File: config.mk
export PLATFORM = sky130hd
export DESIGN_NAME = serial_adder_flat
export DESIGN_NICKNAME = d
export VERILOG_FILES = /design/src/rtl/serial_adder_pkg.sv /design/src/rtl/serial_adder_if.sv /design/src/rtl/serial_adder_digit_adder.sv /design/src/rtl/serial_adder.sv /design/src/flat_wrapper.sv
export SDC_FILE = /design/constraint.sdc
export NUM_CORES = 1
export LEC_CHECK = 0
export ABC_AREA = 1
export CAP_MARGIN = 20
export CORE_MARGIN = 1.5
export CORE_UTILIZATION = 50
export CTS_BUF_LIST = sky130_fd_sc_hd__clkbuf_2 sky130_fd_sc_hd__clkbuf_4 sky130_fd_sc_hd__clkbuf_8
export DETAILED_ROUTE_END_ITERATION = 8
export PLACE_DENSITY = 0.78
export SLEW_MARGIN = 20
export SYNTH_ARGS = -nofsm -noshare
export SYNTH_HDL_FRONTEND = slang
export SYNTH_SLANG_ARGS = --single-unit
export TNS_END_PERCENT = 5
File: constraint.sdc
create_clock -name clk -period 3.46 [get_ports clk]
set_input_delay 0.519 -clock clk [delete_from_list [all_inputs] [get_ports clk]]
set_output_delay 0.519 -clock clk [all_outputs]
set_load 0.01 [all_outputs]
File: src/rtl/serial_adder_pkg.sv
// serial_adder_pkg: shared types and helpers for the digit-serial adder.
// Optional feature macro: SERIAL_ADDER_SUB_EN (adds the subtract path).
package serial_adder_pkg;

  typedef enum logic [1:0] {
    IDLE = 2'd0,
    RUN  = 2'd1,
    DONE = 2'd2
  } state_t;

  // Number of digit cycles needed for one operation.
  function automatic int steps(input int width, input int digit);
    return width / digit;
  endfunction

endpackage

File: src/rtl/serial_adder_if.sv
// serial_adder_if: start/done handshake, operands and registered results.
// Optional feature macro: SERIAL_ADDER_SUB_EN (adds the sub select line).
interface serial_adder_if #(
  parameter int WIDTH = 8
);
  logic             start;
  logic             cin;
  logic [WIDTH-1:0] a;
  logic [WIDTH-1:0] b;
`ifdef SERIAL_ADDER_SUB_EN
  logic             sub;
`endif
  logic             busy;
  logic             done;
  logic [WIDTH-1:0] y;
  logic             cout;
  logic             overflow;

`ifdef SERIAL_ADDER_SUB_EN
  modport master (output start, cin, a, b, sub, input busy, done, y, cout, overflow);
  modport slave  (input start, cin, a, b, sub, output busy, done, y, cout, overflow);
`else
  modport master (output start, cin, a, b, input busy, done, y, cout, overflow);
  modport slave  (input start, cin, a, b, output busy, done, y, cout, overflow);
`endif
endinterface

File: src/rtl/serial_adder_digit_adder.sv
// digit_adder: combinational DIGIT-bit ripple adder built from full-adder
// equations. Also exposes the carry into its top bit so the caller can form
// the signed overflow flag on the most significant digit.
module digit_adder #(
  parameter int DIGIT = 1
) (
  input  logic [DIGIT-1:0] a,
  input  logic [DIGIT-1:0] b,
  input  logic             cin,
  output logic [DIGIT-1:0] sum,
  output logic             cout,
  output logic             cmsb
);
  logic [DIGIT:0] c;

  // Ripple the carry through one full-adder cell per bit.
  always_comb begin
    c    = '0;
    sum  = '0;
    c[0] = cin;
    for (int i = 0; i < DIGIT; i++) begin
      sum[i]   = a[i] ^ b[i] ^ c[i];
      c[i + 1] = (a[i] & b[i]) | (c[i] & (a[i] ^ b[i]));
    end
  end

  assign cout = c[DIGIT];
  assign cmsb = c[DIGIT-1];
endmodule

File: src/rtl/serial_adder.sv
// serial_adder: multi-cycle adder processing DIGIT bits per clock over
// WIDTH/DIGIT cycles, carry held in a flip-flop between digits.
// Optional feature macro: SERIAL_ADDER_SUB_EN (sub=1 computes a - b).
module serial_adder
  import serial_adder_pkg::*;
#(
  parameter int WIDTH = 8,
  parameter int DIGIT = 1
) (
  input  logic           clk,
  input  logic           reset,
  serial_adder_if.slave  bus
);
  localparam int STEPS = steps(WIDTH, DIGIT);
  localparam int CNT_W = (STEPS > 1) ? $clog2(STEPS) : 1;

  if (WIDTH <= 0 || DIGIT <= 0 || (WIDTH % DIGIT) != 0) begin : g_bad_cfg
    $fatal(1, "serial_adder: WIDTH must be a positive multiple of DIGIT");
  end

  state_t                 state, state_nx;
  logic [WIDTH-1:0]       sh_a, sh_b, y_r;
  logic [CNT_W-1:0]       cnt;
  logic                   carry, cout_r, ovf_r;
  logic                   accept, last;
  logic [DIGIT-1:0]       dsum;
  logic                   dcout, dcmsb;
  logic [WIDTH+DIGIT-1:0] y_cat;
  logic [WIDTH-1:0]       b_in;
  logic                   cin_in;

  // Subtraction reuses the adder: a + ~b + 1.
`ifdef SERIAL_ADDER_SUB_EN
  assign b_in   = bus.sub ? ~bus.b : bus.b;
  assign cin_in = bus.sub ? 1'b1 : bus.cin;
`else
  assign b_in   = bus.b;
  assign cin_in = bus.cin;
`endif

  digit_adder #(.DIGIT(DIGIT)) u_digit (
    .a    (sh_a[DIGIT-1:0]),
    .b    (sh_b[DIGIT-1:0]),
    .cin  (carry),
    .sum  (dsum),
    .cout (dcout),
    .cmsb (dcmsb)
  );

  // New digit enters at the top of y; earlier digits move down.
  assign y_cat = {dsum, y_r};
  assign last  = (cnt == CNT_W'(STEPS - 1));

  // Next-state logic; start is only honoured outside RUN.
  always_comb begin
    state_nx = state;
    accept   = 1'b0;
    case (state)
      IDLE, DONE: begin
        if (bus.start) begin
          accept   = 1'b1;
          state_nx = RUN;
        end else begin
          state_nx = IDLE;
        end
      end
      RUN: begin
        if (last) state_nx = DONE;
      end
      default: state_nx = IDLE;
    endcase
  end

  // State register.
  always_ff @(posedge clk or posedge reset) begin
    if (reset) state <= IDLE;
    else       state <= state_nx;
  end

  // Operand latch on accept, then one digit per cycle while running.
  always_ff @(posedge clk or posedge reset) begin
    if (reset) begin
      sh_a   <= '0;
      sh_b   <= '0;
      y_r    <= '0;
      cnt    <= '0;
      carry  <= 1'b0;
      cout_r <= 1'b0;
      ovf_r  <= 1'b0;
    end else if (accept) begin
      sh_a  <= bus.a;
      sh_b  <= b_in;
      carry <= cin_in;
      cnt   <= '0;
    end else if (state == RUN) begin
      sh_a  <= sh_a >> DIGIT;
      sh_b  <= sh_b >> DIGIT;
      y_r   <= y_cat[WIDTH+DIGIT-1:DIGIT];
      carry <= dcout;
      cnt   <= cnt + CNT_W'(1);
      if (last) begin
        cout_r <= dcout;
        ovf_r  <= dcmsb ^ dcout;
      end
    end
  end

  assign bus.busy     = (state == RUN);
  assign bus.done     = (state == DONE);
  assign bus.y        = y_r;
  assign bus.cout     = cout_r;
  assign bus.overflow = ovf_r;
endmodule
File: src/flat_wrapper.sv
// flat-port wrapper written by rule: the top's interface ports become plain ports
module serial_adder_flat import serial_adder_pkg::*;
#(
  parameter int WIDTH = 8,
  parameter int DIGIT = 1
)
  (clk, reset, bus_start, bus_cin, bus_a, bus_b, bus_busy, bus_done, bus_y, bus_cout, bus_overflow);
  serial_adder_if #(.WIDTH(WIDTH)) bus_i ();
  input  logic clk;
  input  logic reset;
  input wire logic [$bits(bus_i.start)-1:0] bus_start;
  input wire logic [$bits(bus_i.cin)-1:0] bus_cin;
  input wire logic [$bits(bus_i.a)-1:0] bus_a;
  input wire logic [$bits(bus_i.b)-1:0] bus_b;
  output wire logic [$bits(bus_i.busy)-1:0] bus_busy;
  output wire logic [$bits(bus_i.done)-1:0] bus_done;
  output wire logic [$bits(bus_i.y)-1:0] bus_y;
  output wire logic [$bits(bus_i.cout)-1:0] bus_cout;
  output wire logic [$bits(bus_i.overflow)-1:0] bus_overflow;
  assign bus_i.start = bus_start;
  assign bus_i.cin = bus_cin;
  assign bus_i.a = bus_a;
  assign bus_i.b = bus_b;
  assign bus_busy = bus_i.busy;
  assign bus_done = bus_i.done;
  assign bus_y = bus_i.y;
  assign bus_cout = bus_i.cout;
  assign bus_overflow = bus_i.overflow;
  serial_adder #(.WIDTH(WIDTH), .DIGIT(DIGIT)) u_core (.clk(clk), .reset(reset), .bus(bus_i));
endmodule
# Word-level counts from Yosys, hierarchy flattened
# Cells that the tools add are included.
[classes]
n_addsub = 1
n_eq_ne = 4
n_mux = 13
n_bitwise = 7
reduce_logical = 5
[ops]
columns = ["cell", "n"]
rows = [
  ["8-bit 2-to-1 mux", 4],
  ["3-bit 2-to-1 mux", 2],
  ["1-bit 2-to-1 mux", 5],
  ["2-bit one-hot mux with 2 select lines", 1],
  ["3-bit by 1-bit adder with 3-bit output, second input constant", 1],
  ["3-bit equality test, second input constant", 1],
  ["3-bit AND reduction", 1],
  ["1-bit bitwise XOR", 3],
  ["1-bit AND", 2],
  ["2-bit by 1-bit equality test with 1-bit output, second input constant", 1],
  ["2-bit equality test, second input constant", 1],
  ["2-bit logical NOT", 1],
  ["2-bit 2-to-1 mux", 1],
  ["2-bit by 1-bit inequality test with 1-bit output, second input constant", 1],
  ["2-bit AND reduction", 1],
  ["2-bit nonzero test", 1],
  ["2-bit OR reduction", 1],
  ["1-bit inverter", 1],
  ["1-bit bitwise OR", 1],
]
[totals]
regBits = 32
elab_cells = 38

# Longest topological paths before layout
# Gate-level depths: netlist of run 1.
[logic_depth]
ltp_word = 5
ltp_mapped = 7

# Modules after synthesis
# Synthesis of run 1 repeated with hierarchy kept, for this count alone.
[hier_totals]
cells_unflattened = 198
hier_area_um2 = 1534.0
[by_module_without_submodules]
columns = ["mod", "n_inst", "cells_each", "area_each_um2", "seq_area_each_um2"]
rows = [
  ["serial_adder", 1, 196, 1506.4, 800.8],
  ["digit_adder", 1, 2, 27.5, 0.0],
]

# Least setup slack after synthesis of run 1
# No wires, ideal clock.
[synth_timing]
kind = "register to output"
startpoint = "register u_core.state[0]"
endpoint = "output port bus_done"
t_arrival_ps = 829
required_ps = 2941
setup_slack_ps = 2112
stages_incl_launch_ff = 4
cell_sequence = "dfrtp_1 buf_6 buf_2 nor2_1"
[synth_between]
elab_chain_cells = 1
[synth_rtl]
columns = ["element", "line_no", "text"]
rows = [
  ["start: declaration", "serial_adder.sv:21", "state_t state, state_nx;"],
  ["start signal: assignment", "serial_adder.sv:77", "else state <= state_nx;"],
  ["2-bit equality test", "serial_adder.sv:109", "assign bus.done = (state == DONE);"],
  ["end: declaration", "flat_wrapper.sv:16", "output wire logic [$bits(bus_i.done)-1:0] bus_done;"],
]
# Every way passes these cells.

# Final worst setup path of run 1
[layout_timing]
startpoint = "register u_core.state[0]"
endpoint = "output port bus_busy"
[layout_between]
elab_chain_cells = 1
[layout_rtl]
columns = ["element", "line_no", "text"]
rows = [
  ["2-bit by 1-bit equality test with 1-bit output", "serial_adder.sv:108", "assign bus.busy = (state == RUN);"],
  ["end: declaration", "flat_wrapper.sv:15", "output wire logic [$bits(bus_i.busy)-1:0] bus_busy;"],
]
# Every way passes these cells.

==> flow_results.xml, run 1 <==
<?xml version="1.0" encoding="UTF-8"?>
<metrics>
  <group name="global_route">
    <metric name="grt_start_max_net_pins" unit="">33</metric>
    <metric name="grt_use_met3" unit="%">4.80</metric>
    <metric name="grt_pass1_wl" unit="um">5070</metric>
    <metric name="groute.usage.overall" unit="%">19.2</metric>
    <metric name="grt_antenna_before_repair" unit="">0</metric>
    <metric name="grt_remaining_overflow" unit="">0</metric>
    <metric name="grt_pass1_vias" unit="">1177</metric>
    <metric name="grt_most_used_layer" unit="">met2</metric>
    <metric name="groute.layer.met1.usage" unit="%">26.4</metric>
    <metric name="groute.layer.met2.usage" unit="%">28.6</metric>
  </group>
  <group name="clocking">
    <metric name="number_of_buffers_on_the_longest_clock_path" unit="">2</metric>
    <metric name="cts.repair.resized" unit="">0</metric>
    <metric name="num_clock_sinks" unit="">32</metric>
    <metric name="clk_latency" unit="ns">0.32</metric>
    <metric name="tritoncts_clock_tree" unit="">yes</metric>
    <metric name="cts.hold.buffers_added" unit="">0</metric>
    <metric name="clk_pin_slew" unit="ns">0.09</metric>
    <metric name="cts_post_setup_buffers_inserted" unit="">0</metric>
    <metric name="ctsRootBufferMaster" unit="">clkbuf_4</metric>
    <metric name="cts_made_buffers" unit="">5</metric>
    <metric name="clock_tree.htree_level_count" unit="">2</metric>
  </group>
  <group name="final_layout">
    <metric name="diodes" unit="">0</metric>
    <metric name="multi_input_area" unit="um^2">623</metric>
    <metric name="fillers" unit="">275</metric>
    <metric name="regArea" unit="um^2">801</metric>
    <metric name="post_route_cells_drive_above_1_share" unit="%">7.49</metric>
    <metric name="syn_to_final_growth" unit="%">22.2</metric>
    <metric name="nets" unit="">249</metric>
  </group>
  <group name="routing">
    <metric name="routed_wire_length_per_instance" unit="um">11.2</metric>
    <metric name="detail_route.drc_violations" unit="">0</metric>
    <metric name="vias_per_cell" unit="">4.82</metric>
    <metric name="detailedRoute.firstIterationViolations" unit="">43</metric>
    <metric name="final_antenna_net_count" unit="">0</metric>
    <metric name="finalWirelength" unit="um">3030</metric>
    <metric name="dr_total_vias" unit="">1306</metric>
    <metric name="drtPass1Iterations" unit="">4</metric>
  </group>
  <group name="synth">
    <metric name="synth.mux.area_fraction" unit="%">0</metric>
    <metric name="yosys.cell_types.count" unit="">18</metric>
    <metric name="synth_area_leader_cell" unit="">dfrtp_1</metric>
    <metric name="synth_area_in_compound_gates" unit="%">0.936</metric>
    <metric name="synth.yosys.seq_area_share" unit="%">49.9</metric>
    <metric name="post_synth_xor_area_fraction" unit="%">0</metric>
    <metric name="post_synth_inst_count" unit="">198</metric>
    <metric name="synth_fp_nets" unit="">221</metric>
    <metric name="synth_area" unit="um^2">1600</metric>
    <metric name="dominant_combinational_cell_family_by_area_after_synthesis" unit="">simple AND/OR/NAND/NOR gates</metric>
    <metric name="yosys_warning_total" unit="">0</metric>
    <metric name="postSynthRegisterBits" unit="">32</metric>
    <metric name="synth_area_in_adders" unit="%">2.81</metric>
    <metric name="netlist_top_cells_area" unit="">dfrtp_1 50%, nand2_1 16%, nand3_1 16%</metric>
    <metric name="synth_top_area_share" unit="%">49.9</metric>
    <metric name="postSynthAreaPerCell" unit="um^2">8.10</metric>
    <metric name="yosys.area_share.simple" unit="%">35.1</metric>
  </group>
  <group name="die">
    <metric name="die_width" unit="um">59.6</metric>
    <metric name="row_count" unit="">20</metric>
    <metric name="initial_utilization" unit="%">52.5</metric>
    <metric name="die_y" unit="um">59.6</metric>
    <metric name="ioPinCount" unit="">32</metric>
    <metric name="core-area" unit="um^2">3050</metric>
    <metric name="floorplan.die_area" unit="um^2">3560</metric>
  </group>
  <group name="power_and_ir_drop">
    <metric name="power.static_leakage" unit="nW">1.04</metric>
    <metric name="worst_voltage_drop_across_the_vdd_grid" unit="mV">0.515</metric>
    <metric name="overall_power_consumption" unit="mW">1.63</metric>
    <metric name="power_per_cell_area" unit="nW/um^2">832</metric>
  </group>
  <group name="critical_path">
    <metric name="critical-path-max-stage-delay" unit="ns">0.74</metric>
    <metric name="crit_path_top_delay_cell" unit="">dfrtp_1</metric>
    <metric name="path_max_fanout" unit="">18</metric>
    <metric name="end_kind" unit="">output port</metric>
    <metric name="crit_path_cell_trace" unit="">inv_4, nor2_4, clkdlybuf4s50_1</metric>
    <metric name="cp_data_arrival_time" unit="ns">2.13</metric>
    <metric name="required" unit="ns">2.94</metric>
    <metric name="critical_path.startpoint_type" unit="">flip-flop</metric>
    <metric name="critPathKind" unit="">reg -&gt; out</metric>
  </group>
  <group name="sta">
    <metric name="timing.final.hold_violations" unit="">0</metric>
    <metric name="maxSlewViolCount" unit="">0</metric>
    <metric name="grt_setup_unrepaired" unit="">no</metric>
    <metric name="setup_viol" unit="">0</metric>
    <metric name="period_minus_slack" unit="ns">2.65</metric>
    <metric name="fin_tns_setup" unit="ns">0</metric>
    <metric name="final.setup_skew" unit="ns">0.00804</metric>
    <metric name="max_slew.worst_pin.slew" unit="ns">0.626</metric>
    <metric name="min_period_over_period" unit="%">76.7</metric>
    <metric name="fmax" unit="MHz">377</metric>
    <metric name="slew_headroom" unit="%">58.1</metric>
  </group>
  <group name="run_status">
    <metric name="run_status" unit="">complete, no violations</metric>
  </group>
  <group name="worst_hold_path">
    <metric name="min-delay-path-class" unit="">reg -&gt; reg</metric>
  </group>
  <group name="placed_design">
    <metric name="port_buffers" unit="">31</metric>
    <metric name="place.detailed.hpwl" unit="um">2080</metric>
    <metric name="place_congestion" unit="">0.789</metric>
  </group>
  <group name="job">
    <metric name="drv_cap" unit="">0</metric>
  </group>
</metrics>
==> cells by family after synthesis <==
family	Yosys count
buffers and inverters	35
DFF	32
AOI/OAI and AO/OA	3
and+or+nand+nor	125
adders and majority gates	3
==> worst paths after layout <==
| kind | slack, ns | cells past startpoint | to | from |
|---|---|---|---|---|
| worst max-delay path | 0.81 | 3 | bus_busy | u_core.state[0]$_DFFE_PP0P_ |
| worst min-delay path | 0.48 | 2 | u_core.bus.y[0]$_DFFE_PP0P_ | u_core.bus.y[0]$_DFFE_PP0P_ |
| worst max register to register | 1.63 | 3 | u_core.cnt[0]$_DFFE_PP0P_ | u_core.state[0]$_DFFE_PP0P_ |
| worst min register to register | 0.48 | 2 | u_core.bus.y[0]$_DFFE_PP0P_ | u_core.bus.y[0]$_DFFE_PP0P_ |
| max in group asynchronous | 2.61 | 3 | u_core.sh_b[2]$_DFFE_PP0P_ | reset |
| min in group asynchronous | 0.56 | 3 | u_core.sh_b[4]$_DFFE_PP0P_ | reset |
==> metal layers <==
metal  vias to the layer above  share of wire, %
li1                        675                 -
met1                       599                49
met2                        28                45
met3                         4               4.6
met4                         0               1.4
met5                         -                 0
==> power by group <==
group / total [mW] / internal (mW) / switching [mW] / leakage, nW
Combinational: 0.722 / 0.316 / 0.406 / 0.597
Sequential: 0.677 / 0.545 / 0.133 / 0.403
Clock: 0.231 / 0.116 / 0.116 / 0.0394
Total: 1.63 / 0.976 / 0.654 / 1.04
==> cells in the mapped netlist <==
| cell type | n |
|---|---|
| nor2_1 | 1 |
| inv_4 | 1 |
| nor2_8 | 1 |
| buf_2 | 3 |
| inv_1 | 21 |
| fa_1 | 1 |
| nand3_1 | 50 |
| buf_4 | 5 |
| nand2_2 | 2 |
| buf_6 | 3 |
| or2_2 | 1 |
| dfrtp_1 | 32 |
| inv_2 | 1 |
| o21ai_0 | 3 |
| ha_1 | 2 |
| nand2_1 | 69 |
| nor2_4 | 1 |
| clkbuf_2 | 1 |
==> metrics by stage <==
stage / instances / instance area (um^2) / setup WS (ns) / hold WS [ns] / util, %
after global routing: 271 / 1960 / 0.647 / 0.510 / 64.2
after global placement: 263 / 1890 / 1.21 / 0.460 / 62.0
after CTS: 271 / 1960 / 0.809 / 0.490 / 64.2
final: 271 / 1960 / 0.807 / 0.482 / 64.2
after floorplan: 198 / 1600 / 2.11 / 0.472 / -
after detailed placement: 263 / 1890 / 1.17 / 0.467 / 62.0
==> final cells by class <==
type | instances | area share (%)
inverter | 23 | 4.53
timing repair buffer | 33 | 16.6
multi-input combinational | 131 | 31.8
tap | 44 | 2.81
clock buffer | 8 | 3.38
sequential | 32 | 40.9
==> critical path, delay by kind of cell (launching register included) <==
kind                   cells  cell delay [ns]
AND/OR/NAND/NOR            1             0.28
buffers and inverters      2             0.79
flip-flops                 1             0.74
==> registers in the layout (all words and copies together), names as in the netlist <==
signal and flops:
u_core.bus.y 8, u_core.state 2, u_core.sh_a 8, u_core.bus.overflow 1
u_core.carry 1, u_core.sh_b 8, u_core.cnt 3, u_core.bus.cout 1
==> cell usage in the layout (no fill, tap or decap) <==
| cell type | count |
|---|---|
| nand3_1 | 50 |
| fa_1 | 1 |
| inv_1 | 21 |
| ha_1 | 2 |
| buf_4 | 2 |
| o21ai_0 | 3 |
| nor2_8 | 1 |
| nor2_4 | 1 |
| clkdlybuf4s50_1 | 31 |
| nand2_1 | 69 |
| nand2_2 | 2 |
| inv_2 | 1 |
| clkbuf_4 | 7 |
| clkbuf_8 | 1 |
| inv_4 | 1 |
| dfrtp_1 | 32 |
| nor2_1 | 1 |
| or2_2 | 1 |
No activity file was read; power rests on OpenSTA's default activity.
==> inputs of run 2 (changes only) <==
--- a/config.mk
+++ b/config.mk
@@ -8,7 +8,7 @@
 export ABC_AREA = 1
 export CAP_MARGIN = 20
 export CORE_MARGIN = 1.5
-export CORE_UTILIZATION = 50
+export CORE_UTILIZATION = 48
 export CTS_BUF_LIST = sky130_fd_sc_hd__clkbuf_2 sky130_fd_sc_hd__clkbuf_4 sky130_fd_sc_hd__clkbuf_8
 export DETAILED_ROUTE_END_ITERATION = 8
 export PLACE_DENSITY = 0.78
==> constraint.sdc (replaced) <==
create_clock -name clk -period 2.4 [get_ports clk]
set_input_delay 0.36 -clock clk [delete_from_list [all_inputs] [get_ports clk]]
set_output_delay 0.36 -clock clk [all_outputs]
set_load 0.01 [all_outputs]
==> flow_results.xml, run 2 (synthesized netlist as in run 1, its figures left out) <==
<?xml version="1.0" encoding="UTF-8"?>
<metrics>
  <group name="die">
    <metric name="floorplan.die_area" unit="um^2">3700</metric>
    <metric name="die_y" unit="um">60.8</metric>
    <metric name="row_count" unit="">20</metric>
    <metric name="ioPinCount" unit="">32</metric>
    <metric name="core-area" unit="um^2">3100</metric>
    <metric name="die_width" unit="um">60.8</metric>
    <metric name="initial_utilization" unit="%">51.7</metric>
  </group>
  <group name="routing">
    <metric name="route.met2.wl" unit="um">1400</metric>
    <metric name="finalWirelength" unit="um">3100</metric>
    <metric name="detailedRoute.firstIterationViolations" unit="">72</metric>
    <metric name="vias_per_cell" unit="">4.90</metric>
    <metric name="routed_wire_length_per_instance" unit="um">11.5</metric>
    <metric name="route.layer.met1.wl" unit="um">1430</metric>
    <metric name="routed-wl-met3" unit="um">175</metric>
    <metric name="detail_route.drc_violations" unit="">0</metric>
    <metric name="dr_total_vias" unit="">1328</metric>
    <metric name="drtPass1Iterations" unit="">4</metric>
    <metric name="topRoutingLayerUsed" unit="">met4</metric>
    <metric name="final_antenna_net_count" unit="">0</metric>
  </group>
  <group name="critical_path">
    <metric name="crit_family" unit="">buffers and inverters</metric>
    <metric name="crit_path_cell_trace" unit="">inv_4, nor2_4, clkdlybuf4s50_1</metric>
    <metric name="path_buf_inv" unit="">2</metric>
    <metric name="required" unit="ns">2.04</metric>
    <metric name="critical-path-max-stage-delay" unit="ns">0.58</metric>
    <metric name="cp_data_arrival_time" unit="ns">1.65</metric>
    <metric name="end_kind" unit="">output port</metric>
    <metric name="path_max_fanout" unit="">17</metric>
    <metric name="rrSetupSlack" unit="ns">0.76</metric>
    <metric name="critical_path.startpoint_type" unit="">flip-flop</metric>
    <metric name="crit_path_top_delay_cell" unit="">clkdlybuf4s50_1</metric>
    <metric name="critPathKind" unit="">reg -&gt; out</metric>
  </group>
  <group name="clocking">
    <metric name="clock_tree.htree_level_count" unit="">2</metric>
    <metric name="cts_post_setup_buffers_inserted" unit="">0</metric>
    <metric name="number_of_buffers_on_the_longest_clock_path" unit="">2</metric>
    <metric name="cts.hold.buffers_added" unit="">0</metric>
    <metric name="cts_made_buffers" unit="">5</metric>
    <metric name="tritoncts_clock_tree" unit="">yes</metric>
    <metric name="ctsRootBufferMaster" unit="">clkbuf_4</metric>
    <metric name="num_clock_sinks" unit="">32</metric>
    <metric name="cts.repair.resized" unit="">0</metric>
    <metric name="clk_pin_slew" unit="ns">0.10</metric>
    <metric name="clk_latency" unit="ns">0.33</metric>
  </group>
  <group name="power_and_ir_drop">
    <metric name="worst_voltage_drop_across_the_vdd_grid" unit="mV">0.671</metric>
    <metric name="power.static_leakage" unit="nW">1.04</metric>
    <metric name="power_per_cell_area" unit="nW/um^2">1200</metric>
  </group>
  <group name="sta">
    <metric name="max_slew.worst_pin.slew" unit="ns">0.623</metric>
    <metric name="setup_viol" unit="">0</metric>
    <metric name="period_minus_slack" unit="ns">2.01</metric>
    <metric name="grt_setup_unrepaired" unit="">no</metric>
    <metric name="maxSlewViolCount" unit="">0</metric>
    <metric name="final.setup_skew" unit="ns">0.00881</metric>
    <metric name="timing.final.hold_violations" unit="">0</metric>
    <metric name="hold_ws" unit="ns">0.405</metric>
    <metric name="fmax" unit="MHz">497</metric>
    <metric name="min_period_over_period" unit="%">83.9</metric>
    <metric name="fin_tns_setup" unit="ns">0</metric>
    <metric name="slew_headroom" unit="%">58.3</metric>
  </group>
  <group name="global_route">
    <metric name="grt_remaining_overflow" unit="">0</metric>
    <metric name="groute.usage.overall" unit="%">19.6</metric>
    <metric name="grt_pass1_wl" unit="um">5230</metric>
    <metric name="grt_pass1_vias" unit="">1250</metric>
    <metric name="grt_antenna_before_repair" unit="">0</metric>
    <metric name="grt_start_max_net_pins" unit="">33</metric>
  </group>
  <group name="job">
    <metric name="drv_cap" unit="">0</metric>
  </group>
  <group name="worst_hold_path">
    <metric name="min-delay-path-class" unit="">in -&gt; async</metric>
  </group>
  <group name="final_layout">
    <metric name="diodes" unit="">0</metric>
    <metric name="mostFrequentLayoutCells" unit="">69 x nand2_1, 50 x nand3_1, 32 x dfrtp_1</metric>
    <metric name="post_route_cells_drive_above_1_share" unit="%">7.49</metric>
    <metric name="mostFrequentLayoutCell" unit="">nand2_1</metric>
    <metric name="syn_to_final_growth" unit="%">22.5</metric>
    <metric name="postLayoutCoreUtil" unit="%">63.3</metric>
    <metric name="nets" unit="">250</metric>
  </group>
  <group name="placed_design">
    <metric name="place.detailed.hpwl" unit="um">2080</metric>
    <metric name="place_congestion" unit="">0.817</metric>
    <metric name="port_buffers" unit="">31</metric>
  </group>
  <group name="run_status">
    <metric name="run_status" unit="">complete, no violations</metric>
  </group>
</metrics>
-- run 2: worst paths after layout --
check                                       startpoint                           to  depth (start not counted)
max                        u_core.state[0]$_DFFE_PP0P_                     bus_busy                          3
min in group clk           u_core.bus.y[0]$_DFFE_PP0P_  u_core.bus.y[0]$_DFFE_PP0P_                          2
min                                              reset   u_core.sh_b[4]$_DFFE_PP0P_                          3
max reg2reg                u_core.state[1]$_DFFE_PP0P_    u_core.cnt[0]$_DFFE_PP0P_                          4
max in group asynchronous                        reset  u_core.bus.cout$_DFFE_PP0P_                          3
min reg2reg                u_core.bus.y[0]$_DFFE_PP0P_  u_core.bus.y[0]$_DFFE_PP0P_                          2
-- run 2: where the power goes --
group | switching, mW | internal, mW
Clock | 0.171 | 0.166
Combinational | 0.618 | 0.464
Sequential | 0.161 | 0.786
Total | 0.950 | 1.42
-- run 2: area by class of cell --
class | instances | area, um^2
multi-input combinational | 131 | 623
timing repair buffer | 34 | 333
sequential | 32 | 801
inverter | 23 | 88.8
fill | 278 | 1140
clock buffer | 7 | 65.1
tap | 44 | 55.1
-- run 2: per-stage QoR --
stage               area, um^2  std cells  worst slack, ns  total power, mW
CTS                       1970        271            0.367             2.39
detailed placement        1900        264            0.740             2.05
global placement          1900        264            0.764             2.02
floorplan                 1600        198             1.21             1.76
finish                    1970        271            0.387             2.37
global route              1970        271            0.301             2.61
-- run 2: per-layer routing --
layer	GRT usage, %	up-vias
met4	13.0	0
met5	0	-
met2	29.8	41
met3	5.12	10
li1	-	675
met1	24.4	602
-- run 2: worst min-delay path, cell delays in order --
cell             delay, ns
clkdlybuf4s50_1       0.40
inv_1                 0.06
buf_4                 0.35
==> inputs of run 3 (changes only) <==
==> constraint.sdc (replaced) <==
create_clock -name clk -period 1.7 [get_ports clk]
set_input_delay 0.255 -clock clk [delete_from_list [all_inputs] [get_ports clk]]
set_output_delay 0.255 -clock clk [all_outputs]
set_load 0.01 [all_outputs]
==> flow_results.xml, run 3 (synthesized netlist as in run 1, its figures left out) <==
<?xml version="1.0" encoding="UTF-8"?>
<metrics>
  <group name="run_status">
    <metric name="run_status" unit="">complete, no violations</metric>
  </group>
  <group name="critical_path">
    <metric name="path_buf_inv" unit="">1</metric>
    <metric name="critPathKind" unit="">reg -&gt; out</metric>
    <metric name="crit_path_cell_trace" unit="">clkdlybuf4s50_1</metric>
    <metric name="path_max_fanout" unit="">3</metric>
    <metric name="critical_path.startpoint_type" unit="">flip-flop</metric>
    <metric name="crit_family" unit="">buffers and inverters</metric>
    <metric name="required" unit="ns">1.44</metric>
    <metric name="cp_data_arrival_time" unit="ns">1.26</metric>
    <metric name="rrSetupSlack" unit="ns">0.35</metric>
    <metric name="critical-path-max-stage-delay" unit="ns">0.55</metric>
    <metric name="worst_r2r_startpoint" unit="">u_core.state[0]$_DFFE_PP0P_</metric>
    <metric name="r2r.worst_path.cells" unit="">5</metric>
    <metric name="crit_path_top_delay_cell" unit="">clkdlybuf4s50_1</metric>
    <metric name="worst_r2r_dst" unit="">u_core.sh_b[5]$_DFFE_PP0P_</metric>
    <metric name="end_kind" unit="">output port</metric>
  </group>
  <group name="power_and_ir_drop">
    <metric name="power.static_leakage" unit="nW">1.08</metric>
    <metric name="power.share.sequential" unit="%">37.4</metric>
    <metric name="overall_power_consumption" unit="mW">3.61</metric>
    <metric name="power.combinational.fraction" unit="%">45.0</metric>
    <metric name="worst_voltage_drop_across_the_vdd_grid" unit="mV">1.03</metric>
    <metric name="power_switching" unit="mW">1.37</metric>
    <metric name="switching_share" unit="%">37.9</metric>
    <metric name="power_per_cell_area" unit="nW/um^2">1770</metric>
    <metric name="p_clk_share" unit="%">17.6</metric>
    <metric name="p_int" unit="mW">2.24</metric>
  </group>
  <group name="sta">
    <metric name="min_period_over_period" unit="%">89.2</metric>
    <metric name="final.setup_skew" unit="ns">0.0121</metric>
    <metric name="setup_viol" unit="">0</metric>
    <metric name="maxSlewViolCount" unit="">0</metric>
    <metric name="fin_tns_setup" unit="ns">0</metric>
    <metric name="fmax" unit="MHz">660</metric>
    <metric name="period_minus_slack" unit="ns">1.52</metric>
    <metric name="grt_setup_unrepaired" unit="">no</metric>
    <metric name="timing.final.hold_violations" unit="">0</metric>
    <metric name="slew_headroom" unit="%">73.6</metric>
    <metric name="max_slew.worst_pin.slew" unit="ns">0.395</metric>
  </group>
  <group name="final_layout">
    <metric name="postLayoutCoreUtil" unit="%">65.7</metric>
    <metric name="mostFrequentLayoutCell" unit="">nand2_1</metric>
    <metric name="syn_to_final_growth" unit="%">27.1</metric>
    <metric name="diodes" unit="">0</metric>
    <metric name="nets" unit="">254</metric>
    <metric name="post_route_cells_drive_above_1_share" unit="%">9.91</metric>
    <metric name="mostFrequentLayoutCells" unit="">69 x nand2_1, 50 x nand3_1, 31 x dfrtp_1</metric>
    <metric name="fillers" unit="">271</metric>
  </group>
  <group name="die">
    <metric name="initial_utilization" unit="%">51.7</metric>
    <metric name="row_count" unit="">20</metric>
    <metric name="ioPinCount" unit="">32</metric>
    <metric name="die_y" unit="um">60.8</metric>
    <metric name="core-area" unit="um^2">3100</metric>
    <metric name="floorplan.die_area" unit="um^2">3700</metric>
    <metric name="die_width" unit="um">60.8</metric>
  </group>
  <group name="global_route">
    <metric name="grt_pass1_vias" unit="">1127</metric>
    <metric name="grt_start_max_net_pins" unit="">33</metric>
    <metric name="groute.usage.overall" unit="%">18.5</metric>
    <metric name="grt_antenna_before_repair" unit="">0</metric>
    <metric name="grt_pass1_wl" unit="um">4920</metric>
    <metric name="grt_remaining_overflow" unit="">0</metric>
  </group>
  <group name="clocking">
    <metric name="cts.hold.buffers_added" unit="">0</metric>
    <metric name="cts.repair.resized" unit="">4</metric>
    <metric name="clk_pin_slew" unit="ns">0.10</metric>
    <metric name="cts_post_setup_buffers_inserted" unit="">0</metric>
    <metric name="num_clock_sinks" unit="">32</metric>
    <metric name="clock_tree.htree_level_count" unit="">2</metric>
    <metric name="tritoncts_clock_tree" unit="">yes</metric>
    <metric name="clk_latency" unit="ns">0.32</metric>
    <metric name="number_of_buffers_on_the_longest_clock_path" unit="">2</metric>
    <metric name="cts_made_buffers" unit="">5</metric>
    <metric name="ctsRootBufferMaster" unit="">clkbuf_4</metric>
  </group>
  <group name="routing">
    <metric name="drtPass1Iterations" unit="">4</metric>
    <metric name="final_antenna_net_count" unit="">0</metric>
    <metric name="detail_route.drc_violations" unit="">0</metric>
    <metric name="routed_wire_length_per_instance" unit="um">10.9</metric>
    <metric name="finalWirelength" unit="um">3010</metric>
    <metric name="vias_per_cell" unit="">4.72</metric>
    <metric name="dr_total_vias" unit="">1303</metric>
    <metric name="detailedRoute.firstIterationViolations" unit="">52</metric>
  </group>
  <group name="job">
    <metric name="drv_cap" unit="">0</metric>
  </group>
  <group name="placed_design">
    <metric name="place.detailed.hpwl" unit="um">2160</metric>
    <metric name="place_congestion" unit="">0.797</metric>
    <metric name="port_buffers" unit="">31</metric>
  </group>
  <group name="worst_hold_path">
    <metric name="min-delay-path-class" unit="">in -&gt; async</metric>
  </group>
</metrics>
## run 3: cell types whose count changed in the layout (fill, tap and decap cells not counted), sizes merged
cell	delta
dlygate4sd2	+2
buf	+4
bufinv	+1
clkdlybuf4s50	-2
## run 3: worst max path at each step
stage / slack (ns) / from / cells past startpoint / to
6_report: 0.18 / u_core.bus.y[3]$_DFFE_PP0P_ / 1 / bus_y[3]
5_1_grt: 0.10 / u_core.state[1]$_DFFE_PP0P_ / 3 / bus_done
4_1_cts: 0.17 / u_core.state[1]$_DFFE_PP0P_ / 3 / bus_done
3_5_place_dp: 0.24 / u_core.state[1]$_DFFE_PP0P_ / 3 / bus_done
3_3_place_gp: 0.27 / u_core.state[1]$_DFFE_PP0P_ / 3 / bus_done
2_1_floorplan: 0.53 / u_core.sh_a[0]$_DFFE_PP0P_ / 5 / u_core.carry$_DFFE_PP0P_
## run 3: per-layer routing
layer / wire length (um) / track usage, %
met1: 1440 / 25.2
met2: 1390 / 28.4
met3: 122 / 4.48
met4: 50 / 7.76
met5: 0 / 0
## run 3: area by class of cell
class | count | area (um^2) | share of cell area [%]
flip-flops and latches | 32 | 802 | 39.3
well taps | 44 | 55.1 | 2.70
inverters | 23 | 91.3 | 4.48
multi-input cells | 131 | 623 | 30.6
clock buffers | 7 | 65.1 | 3.19
clock inverters | 1 | 30.0 | 1.47
repair buffers | 38 | 373 | 18.3
## run 3: power by group through the flow
stage	sequential, mW	clock [mW]	combinational (mW)
2_1_floorplan	1.34	0	1.14
3_3_place_gp	1.35	0	1.61
3_5_place_dp	1.36	0	1.65
4_1_cts	1.35	0.649	1.64
5_1_grt	1.39	0.684	1.86
6_report	1.35	0.635	1.62
## run 3: worst min-delay path, cell delays in order
cell and delay, ns:
clkdlybuf4s50_1 0.39, inv_1 0.05, buf_4 0.35
## run 3: stage by stage
step,cell area [um^2],hold WS [ns],setup WS [ns],instances
after global routing,2040,0.340,0.102,276
after floorplan,1600,0.371,0.526,198
after global placement,1940,0.460,0.269,268
after CTS,2040,0.303,0.168,276
after detailed placement,1940,0.463,0.242,268
final,2040,0.299,0.184,276
